## config.mk

```make
export PLATFORM = sky130hd
export DESIGN_NAME = lsu_ctrl
export DESIGN_NICKNAME = d
export VERILOG_FILES = /design/src/rtl/lsu_ctrl.sv
export SDC_FILE = /design/constraint.sdc
export NUM_CORES = 1
export LEC_CHECK = 0
export CORE_AREA = 2 2 166 168
export DETAILED_ROUTE_END_ITERATION = 10
export DIE_AREA = 0 0 168 170
export MAX_ROUTING_LAYER = met4
export PLACE_DENSITY_LB_ADDON = 0.12
export SYNTH_ARGS = -nofsm -noshare
export SYNTH_HDL_FRONTEND = slang
export SYNTH_SLANG_ARGS = --single-unit
```

## constraint.sdc

```tcl
create_clock -name clk -period 7.8 [get_ports clk]
set_input_delay 1.17 -clock clk [delete_from_list [all_inputs] [get_ports clk]]
set_output_delay 1.17 -clock clk [all_outputs]
set_load 0.01 [all_outputs]
```

## src/rtl/lsu_ctrl.sv

```systemverilog
// Load/store controller: accepts one ld/sd request at a time, bound-checks it against a 1 KB data memory and returns one response.
// Build option: define LSU_MISALIGN_TRAP_EN to also reject addresses that are not 8-byte aligned.
module lsu_ctrl (
    input  logic        clk,
    input  logic        reset,
    input  logic        req_valid,
    output logic        req_ready,
    input  logic        req_we,
    input  logic [63:0] req_addr,
    input  logic [63:0] req_wdata,
    input  logic [4:0]  req_rd,
    output logic [63:0] mem_address,
    output logic [63:0] mem_write_data,
    output logic        MemRead,
    output logic        MemWrite,
    input  logic [63:0] mem_read_data,
    output logic        resp_valid,
    input  logic        resp_ready,
    output logic [63:0] resp_rdata,
    output logic [4:0]  resp_rd,
    output logic        resp_err,
    output logic [15:0] err_count,
    output logic [1:0]  dbg_state
);

    // Handshakes: a transfer happens at a posedge where valid and ready are both high;
    // valid never waits for ready, and the payload is held stable while valid is high.

    typedef enum logic [1:0] {
        S_IDLE  = 2'd0,
        S_ISSUE = 2'd1,
        S_WAIT  = 2'd2,
        S_RESP  = 2'd3
    } state_t;

    state_t      state;
    state_t      state_nxt;
    logic        accept;
    logic        req_bad;
    logic        lat_we;
    logic [63:0] lat_addr;
    logic [63:0] lat_wdata;

    assign accept = req_valid && req_ready;

    // The last legal 8-byte access starts at 1016, so it ends on byte 1023.
    always_comb begin
        req_bad = (req_addr > 64'd1016);
`ifdef LSU_MISALIGN_TRAP_EN
        req_bad = req_bad || (req_addr[2:0] != 3'b000);
`else
        req_bad = req_bad;
`endif
    end

    always_ff @(posedge clk or posedge reset) begin
        if (reset) begin
            state <= S_IDLE;
        end else begin
            state <= state_nxt;
        end
    end

    always_comb begin
        state_nxt = state;
        case (state)
            S_IDLE: begin
                if (accept) begin
                    state_nxt = req_bad ? S_RESP : S_ISSUE;
                end
            end
            S_ISSUE: state_nxt = lat_we ? S_RESP : S_WAIT;
            S_WAIT:  state_nxt = S_RESP;
            S_RESP: begin
                if (resp_ready) begin
                    state_nxt = S_IDLE;
                end
            end
            default: state_nxt = S_IDLE;
        endcase
    end

    always_ff @(posedge clk or posedge reset) begin
        if (reset) begin
            lat_we     <= 1'b0;
            lat_addr   <= 64'd0;
            lat_wdata  <= 64'd0;
            resp_rdata <= 64'd0;
            resp_rd    <= 5'd0;
            resp_err   <= 1'b0;
            err_count  <= 16'd0;
        end else begin
            if (state == S_IDLE && accept) begin
                lat_we     <= req_we;
                lat_addr   <= req_addr;
                lat_wdata  <= req_wdata;
                resp_rdata <= 64'd0;
                resp_rd    <= req_rd;
                resp_err   <= req_bad;
                if (req_bad && err_count != 16'hFFFF) begin
                    err_count <= err_count + 16'd1;
                end
            end
            // Memory read data is registered, so it is valid during WAIT.
            if (state == S_WAIT) begin
                resp_rdata <= mem_read_data;
            end
        end
    end

    // reset gates req_ready so it reads 0 while reset is held.
    always_comb begin
        req_ready      = (state == S_IDLE) && !reset;
        MemWrite       = (state == S_ISSUE) && lat_we;
        MemRead        = (state == S_ISSUE) && !lat_we;
        resp_valid     = (state == S_RESP);
        mem_address    = 64'd0;
        mem_write_data = 64'd0;
        if (state == S_ISSUE || state == S_WAIT) begin
            mem_address    = lat_addr;
            mem_write_data = lat_wdata;
        end
        dbg_state = state;
    end

endmodule

```

; Word-level counts from Yosys, hierarchy flattened
; Cells that the tools add are included.
[totals]
register_bits = 217
input_bits = 202
out_inout_bits = 220
[op_classes]
addsub = 1
order_cmp = 1
eq_ne = 6
muxes = 9
n_reduce_logical = 13
[ops]
columns = cell, count
row1 = $mux W64, 4
row2 = $gt A64 B10 Y1 const B, 1
row3 = $add A16 B1 Y16 const B, 1
row4 = $ne A16 B16 Y1 const B, 1
row5 = $pmux W2 S4, 1
row6 = $logic_and A1 B1 Y1, 6
row7 = $mux W2, 3
row8 = $eq A2 B2 Y1 const B, 2
row9 = $reduce_and A2 Y1, 2
row10 = $eq A2 B1 Y1 const B, 1
row11 = $logic_not A1 Y1, 2
row12 = $logic_not A2 Y1, 1
row13 = $ne A2 B1 Y1 const B, 1
row14 = $ne A2 B2 Y1 const B, 1
row15 = $reduce_bool A2 Y1, 1
row16 = $logic_or A1 B1 Y1, 1
row17 = $mux W1, 1

; Logic depth before layout (Yosys ltp)
; Gate-level depths: netlist of the first run.
[depth]
depth_word = 6
depth_mapped = 9

; Worst setup path after synthesis of the first run
; No wires, ideal clock.
[synth_path]
path_type = register to output
from = reg state[0] (netlist: dbg_state[0])
to = out mem_address[0]
arrival_ns = 1.475
required_ns = 6.630
setup_slack_ns = 5.155
path_stages_with_launch = 6
n_path_buf = 2
cell_sequence = dfrtp_1 inv_1 ha_1 clkbuf_1 clkbuf_1 and2_1
[synth_via]
elab_chain_cells = 3
[synth_lines]
columns = element, line_no
row1 = from (decl), 36  ; state_t state;
row2 = from (signal assigned), 60  ; state <= state_nxt;
row3 = $eq A2 B1 Y1 / $eq A2 B2 Y1 (equally long branches), 119  ; if (state == S_ISSUE || state == S_WAIT) begin
row4 = $logic_or A1 B1 Y1 *, 119
row5 = $mux W64 *, 119
row6 = to (decl), 12  ; output logic [63:0] mem_address,
; Every way passes the cells marked *; elsewhere a longest branch is shown, timed or not.

; Worst setup path in the final report of the first run
[layout_path]
from = reg state[1] (netlist: dbg_state[1])
to = out mem_address[52]
; The elaborated chain is that of the path after synthesis.

==> metrics.md, run 1 <==
| Metric | Value |
|---|---|
| Post-cts repair resize count | 0 |
| Compound-Gate Fraction of Synth Area | 0.0408 |
| Slew at the pin closest to its max-slew limit | 1130 ps |
| TritonCTS clock tree | done |
| Number of detailed-route iterations in the first pass | 4 |
| Xor/xnor cell area share of the yosys netlist | 0.0140 |
| Clock buffer count from CTS | 25 |
| Largest net degree at the start of global routing | 130 |
| Post-DP HPWL | 20000 um |
| Power Total | 6.24 mW |
| Library cells used by synthesis | 29 |
| Number of primary I/O pins | 422 |
| Simple-Gate Fraction of Synth Area | 0.172 |
| Crit path setup slack, layout | 3610 ps |
| Max capacitance violation total | 0 |
| Worst hold start | resp_err |
| Vias/cell | 4.64 |
| Fraction of final layout cells sized beyond drive strength 1 | 0.149 |
| Initial DRC Count | 439 |
| Dominant combinational cell family by area after synthesis | simple AND/OR/NAND/NOR gates |
| Count of buffering cells on the critical path with inverters included | 2 |
| Critical path arrival | 3020 ps |
| Largest clock skew in the final design | 13.8 ps |
| Unrepaired setup endpoints after global routing | no |
| Count of hold-fix buffers inserted at cts | 0 |
| Starting density of the core | 0.352 |
| Total number of clock tree sinks | 217 |
| Number of buffer cells added on primary ports | 421 |
| Sequential cell area | 5430 um^2 |
| Die Footprint | 28600 um^2 |
| Cell family with the largest share of critical-path delay | adder cells |
| Final count of pins violating max slew | 0 |
| Worst-skew pair later-pin latency | 520 ps |
| Adder-Cell Fraction of Synth Area | 0.00667 |
| Seq/Total Area, Yosys | 0.579 |
| CP max stage cell | sky130_fd_sc_hd__ha_4 |
| Cell-by-cell listing of the critical path | inv_1, ha_4, and2_1, clkdlybuf4s50_1 |
| Biggest cell delay along the critical path | 910 ps |
| Data required time at the worst endpoint | 6630 ps |
| Net count of the finished layout | 1419 |
| Horiz. Die Dim | 168 um |
| Crit Path Max Fanout | 129 |
| Total power divided by cell area | 425 nW/um^2 |
| Worst slack after detailed placement | 3920 ps |
| Number of antenna violations at the first check in global routing | 2 |
| Final min period | 4190 ps |
| Reported leakage power | 6.17 nW |
| Chip height | 170 um |
| Overflow left after global routing | 0 |
| DRT Wirelength | 28300 um |
| Via count of the first global-routing pass | 7522 |
| Cell area after synthesis | 9380 um^2 |
| Total vias in the final route | 7303 |
| Overall track demand over capacity in global routing | 0.199 |
| Worst slew margin | 0.247 |
| Post-synthesis average cell area | 11.5 um^2 |
| Postcts setup bufs | 0 |
| First-pass GRT wire length | 43000 um |
| Total of flip-flops plus latches after synthesis | 217 |
| Post-Synthesis Net Count | 1019 |
| CTS Root Buffer Type | sky130_fd_sc_hd__clkbuf_16 |
| Setup violators final | 0 |
| Maximum root-to-sink buffer count | 3 |
| Wire length per cell after detailed routing | 18.0 um |
| Synthesized instance count | 812 |
| Worst setup path class | reg2out |
| Synthesis warning total | 0 |
| Signed area change from the synthesized netlist to the final layout | 56.8% |
| Standard cell core area | 26700 um^2 |
| Final sum of negative setup slack | 0 ps |
| Worst min-delay path class | reg2reg |
| Final Hold Violating Endpoints | 0 |
| Final worst-path cycle share | 0.537 |
| Share of cell area taken by muxes after synthesis | 0.162 |
| Number of fill cells in the layout | 2365 |
| Number of levels in the clock H-tree | 1 |
| Std-Cell Rows | 60 |
| Final weighted congestion of routability-driven global placement | 0.768 |
| Worst Setup End Kind | output pin |
| Footprint of the multi-input gates | 3740 um^2 |
| Routed Antenna Nets | 0 |
| Detailed-route DRC error count | 0 |
| Worst Setup Start Kind | register |
| Achievable frequency | 239 MHz |
| Clk pin slew, worst setup/hold paths | 60 ps |
| RR Startpoint | dbg_state[1] |
| IR drop worst, VDD | 0.000269 V |
| Timing startpoint of the critical path | dbg_state[1] |
| Result of the run | complete, no violations |
per-stage QoR:
step | instance area (um^2) | std cells | utilization | hold slack, ps
global placement | 13900 | 1526 | 0.520 | 465
CTS | 14700 | 1571 | 0.551 | 485
global route | 14700 | 1573 | 0.551 | 502
finish | 14700 | 1574 | 0.552 | 479
floorplan | 9380 | 812 | - | 471
detailed placement | 13900 | 1526 | 0.520 | 472
cell usage after synthesis (all sizes together):
| cell | count | area (um^2) |
|---|---|---|
| inv | 4 | 15.0 |
| nor4 | 14 | 93.8 |
| xnor2 | 14 | 123 |
| and2 | 131 | 820 |
| o21bai | 1 | 7.51 |
| ha | 5 | 62.6 |
| a21oi | 4 | 31.3 |
| dfrtp | 217 | 5430 |
| a31o | 1 | 8.76 |
| nand4 | 12 | 75.1 |
| and4 | 2 | 20.0 |
| nand2 | 132 | 495 |
| and3 | 4 | 25.0 |
| nand3 | 7 | 35.0 |
| xor2 | 1 | 8.76 |
| nor3 | 4 | 20.0 |
| o21ai | 67 | 335 |
| buf | 15 | 80.1 |
| clkbuf | 37 | 139 |
| nor2 | 1 | 3.75 |
| or4 | 1 | 7.51 |
| nor2b | 3 | 18.8 |
| mux2 | 135 | 1520 |
placed cells by master, fill, tap and decap left out, types with 7 or more instances in the layout:
master / synthesis / final
sky130_fd_sc_hd__clkdlybuf4s50_1: 0 / 421
sky130_fd_sc_hd__o21ai_0: 67 / 67
sky130_fd_sc_hd__nand2_1: 132 / 131
sky130_fd_sc_hd__clkbuf_8: 0 / 9
sky130_fd_sc_hd__and2_1: 131 / 131
sky130_fd_sc_hd__mux2_2: 134 / 134
sky130_fd_sc_hd__xnor2_1: 14 / 14
sky130_fd_sc_hd__clkbuf_16: 0 / 25
sky130_fd_sc_hd__dfrtp_1: 217 / 217
sky130_fd_sc_hd__nand3_1: 7 / 7
sky130_fd_sc_hd__nor4_1: 13 / 13
sky130_fd_sc_hd__nand4_1: 12 / 12
sky130_fd_sc_hd__clkbuf_1: 37 / 7
state kept, by name, indices dropped and copies added (netlist names):
signal and count:
lat_addr 64, lat_wdata 64, resp_rdata 64, err_count 16
resp_rd 5, dbg_state 2, lat_we 1, resp_err 1
routing by layer:
| metal | wire (um) | global-route usage |
|---|---|---|
| met5 | 0 | - |
| met4 | 654 | 0.0499 |
| met3 | 2720 | 0.0723 |
| met2 | 13700 | 0.334 |
| met1 | 11200 | 0.227 |
final timing paths:
path                                   endpoint  slack [ps]  cells past startpoint
worst max-delay path            mem_address[52]        3610                      4
worst min-delay path                   resp_err         480                      2
worst max register to register      lat_addr[8]        4860                      6
worst min register to register         resp_err         480                      2
max in group asynchronous          lat_addr[55]        5290                      3
min in group asynchronous            resp_rd[1]        1130                      2
kinds of logic after synthesis:
family	Yosys count
xor+xnor	15
buf+inv	56
compound gates	73
flops	217
mux	135
simple gates	311
fa+ha+maj	5
worst min-delay path: stages, from the launching register on:
cell,delay [ps]
sky130_fd_sc_hd__dfrtp_1,340
sky130_fd_sc_hd__nand2_1,40
sky130_fd_sc_hd__o21ai_0,60
cell type report:
cell class / count / area share
Inverter: 4 / 0.00153
Clock buffer: 41 / 0.0528
Multi-Input combinational cell: 539 / 0.255
Sequential cell: 217 / 0.369
Tap cell: 341 / 0.0290
Timing Repair Buffer: 425 / 0.289
Antenna cell: 3 / 0.000511
Clock inverter: 4 / 0.00332
power by group:
group	internal (mW)	switching, mW	total [mW]
combinational	1.82	1.36	3.18
sequential	1.65	0.246	1.90
clock	0.707	0.456	1.16
total	4.18	2.06	6.24
Power figures use the tool's default switching activity.
==> run 2, diff against run 1 <==
clock period = 3.9 ns   (was 7.8 ns; I/O delays follow)
==> run 2 against run 1 <==
Compared with the run above: core utilization rose by 0.31 points; worst setup slack got worse by 3100 ps; wire length up 2.7%; combinational power rose by 100%; critical path depth rose by 1; sequential share of layout area decreased by 0.21 points; cell count up 0.25%; design area up 0.56%; power up 100%; global-route usage grew 0.61 points; critical endpoint is now mem_address[56].
==> metrics.md, run 2 (same netlist as run 1, synthesis figures left out) <==
| Metric | Value |
|---|---|
| Final sum of negative setup slack | 0 ps |
| CP max stage cell | sky130_fd_sc_hd__ha_4 |
| Std-Cell Rows | 60 |
| Critical path arrival | 2800 ps |
| CTS Root Buffer Type | sky130_fd_sc_hd__clkbuf_16 |
| Largest net degree at the start of global routing | 129 |
| Biggest cell delay along the critical path | 600 ps |
| Wire length per cell after detailed routing | 18.4 um |
| Unrepaired setup endpoints after global routing | no |
| Worst slack after detailed placement | 711 ps |
| Final count of pins violating max slew | 0 |
| Maximum root-to-sink buffer count | 3 |
| Setup violators final | 0 |
| Data required time at the worst endpoint | 3310 ps |
| Total power divided by cell area | 856 nW/um^2 |
| Postcts setup bufs | 0 |
| Max capacitance violation total | 0 |
| Final worst-path cycle share | 0.868 |
| Number of antenna violations at the first check in global routing | 3 |
| Final min period | 3380 ps |
| Final Hold Violating Endpoints | 0 |
| Met1 capacity usage during global routing | 0.241 |
| Clk pin slew, worst setup/hold paths | 60 ps |
| Number of detailed-route iterations in the first pass | 4 |
| Fraction of final layout cells sized beyond drive strength 1 | 0.152 |
| Net count of the finished layout | 1425 |
| Worst setup path class | reg2out |
| Vias/cell | 4.70 |
| Cell-by-cell listing of the critical path | inv_1, ha_4, buf_12, and2_1, clkdlybuf4s50_1 |
| Cell internal pwr | 8.45 mW |
| Clock buffer count from CTS | 25 |
| Result of the run | complete, no violations |
| Overflow left after global routing | 0 |
| Worst Setup Start Kind | register |
| DRT Wirelength | 29100 um |
| Crit path setup slack, layout | 515 ps |
| Worst Setup End Kind | output pin |
| Grt peak-use layer | met2 |
| Detailed-route DRC error count | 0 |
| Post-DP HPWL | 20900 um |
| Worst min-delay path class | reg2reg |
| TritonCTS clock tree | done |
| Starting density of the core | 0.352 |
| Net switching power of the design | 4.20 mW |
| Die Footprint | 28600 um^2 |
| Horiz. Die Dim | 168 um |
| First-pass GRT wire length | 44300 um |
| Initial DRC Count | 420 |
| Cell family with the largest share of critical-path delay | buffers and inverters |
| Commonest non-fill, non-tap cell in the layout | sky130_fd_sc_hd__clkdlybuf4s50_1 |
| Sequential power share | 0.301 |
| Switching share of power | 0.332 |
| Combinational cell fraction of total power | 0.512 |
| Achievable frequency | 295 MHz |
| Number of buffer cells added on primary ports | 421 |
| Largest clock skew in the final design | 10.7 ps |
| Chip height | 170 um |
| Number of levels in the clock H-tree | 1 |
| Count of buffering cells on the critical path with inverters included | 3 |
| Total vias in the final route | 7414 |
| Final weighted congestion of routability-driven global placement | 0.784 |
| Met3 global-route usage | 0.0595 |
| Number of primary I/O pins | 422 |
| Signed area change from the synthesized netlist to the final layout | 57.7% |
| Count of hold-fix buffers inserted at cts | 0 |
| Post-cts repair resize count | 0 |
| Via count of the first global-routing pass | 7493 |
| Worst slew margin | 0.251 |
| Standard cell core area | 26700 um^2 |
| Overall track demand over capacity in global routing | 0.205 |
| Met2 track demand over resource in global routing | 0.346 |
| Clock power share | 0.187 |
| Routed Antenna Nets | 0 |
| Total number of clock tree sinks | 217 |
| Worst-skew pair later-pin latency | 510 ps |
| IR drop worst, VDD | 0.000388 V |
| Slew at the pin closest to its max-slew limit | 1120 ps |
| Top flop regs | lat_addr: 64 flops, lat_wdata: 64 flops, resp_rdata: 64 flops |
| Commonest cells after routing, fill and taps aside | sky130_fd_sc_hd__clkdlybuf4s50_1 (421), sky130_fd_sc_hd__dfrtp_1 (217), sky130_fd_sc_hd__mux2_2 (134) |
| Reported leakage power | 6.20 nW |
| Crit Path Max Fanout | 53 |
## run 2: cell count changes in the layout (fill, tap and decap cells not counted), sizes merged
| cell | change |
|---|---|
| inv | -2 |
| bufinv | +1 |
| clkbuf | -2 |
| clkinvlp | +1 |
| buf | +6 |
## run 2: metrics by stage
stage | power, mW | cell area [um^2] | hold slack [ps] | std cells | utilization
3_5_place_dp | 10.4 | 13900 | 473 | 1532 | 0.523
4_1_cts | 12.8 | 14800 | 487 | 1575 | 0.554
2_1_floorplan | 6.73 | 9380 | 471 | 812 | -
3_3_place_gp | 10.3 | 13900 | 466 | 1532 | 0.523
6_report | 12.6 | 14800 | 481 | 1578 | 0.555
5_1_grt | 13.5 | 14800 | 507 | 1578 | 0.555
## run 2: path summary, 6_finish.rpt
check,slack (ps),from,cells after the start,to
setup / recovery,520,dbg_state[1],5,mem_address[56]
hold / removal,480,resp_err,2,resp_err
max in group asynchronous,2500,reset,3,lat_wdata[63]
setup reg to reg,1430,dbg_state[1],6,lat_addr[26]
hold reg to reg,480,resp_err,2,resp_err
min in group asynchronous,520,reset,2,resp_rdata[32]
## run 2: power by group through the flow
stage / Sequential (mW) / Clock, mW / Combinational [mW]
floorplan: 3.89 / 0 / 2.84
global placement: 3.81 / 0 / 6.52
detailed placement: 3.84 / 0 / 6.56
CTS: 3.82 / 2.44 / 6.58
global route: 3.96 / 2.54 / 6.97
finish: 3.81 / 2.36 / 6.47
## run 2: area by class of cell
type                    count  area, um^2
well taps                 341         427
clock inverters             4        70.1
clock buffers              39         758
multi-input cells         539        3740
flip-flops and latches    217        5430
repair buffers            431        4330
fillers                  2334       11900
diodes                      3        7.51
inverters                   4        18.8
## run 2: worst reg2reg max path, stage by stage (launching register included)
cell and delay (ps):
sky130_fd_sc_hd__dfrtp_1 450, sky130_fd_sc_hd__inv_1 140, sky130_fd_sc_hd__ha_4 200, sky130_fd_sc_hd__nor2b_1 170, sky130_fd_sc_hd__nand2_4 100, sky130_fd_sc_hd__buf_4 800, sky130_fd_sc_hd__mux2_2 510
## run 2: routing by layer
metal / share of wire / up-vias / routed length, um
met5: 0 / - / 0
met4: 0.020 / 0 / 584
met3: 0.081 / 40 / 2370
met2: 0.50 / 275 / 14500
met1: 0.40 / 3576 / 11600
li1: - / 3523 / -
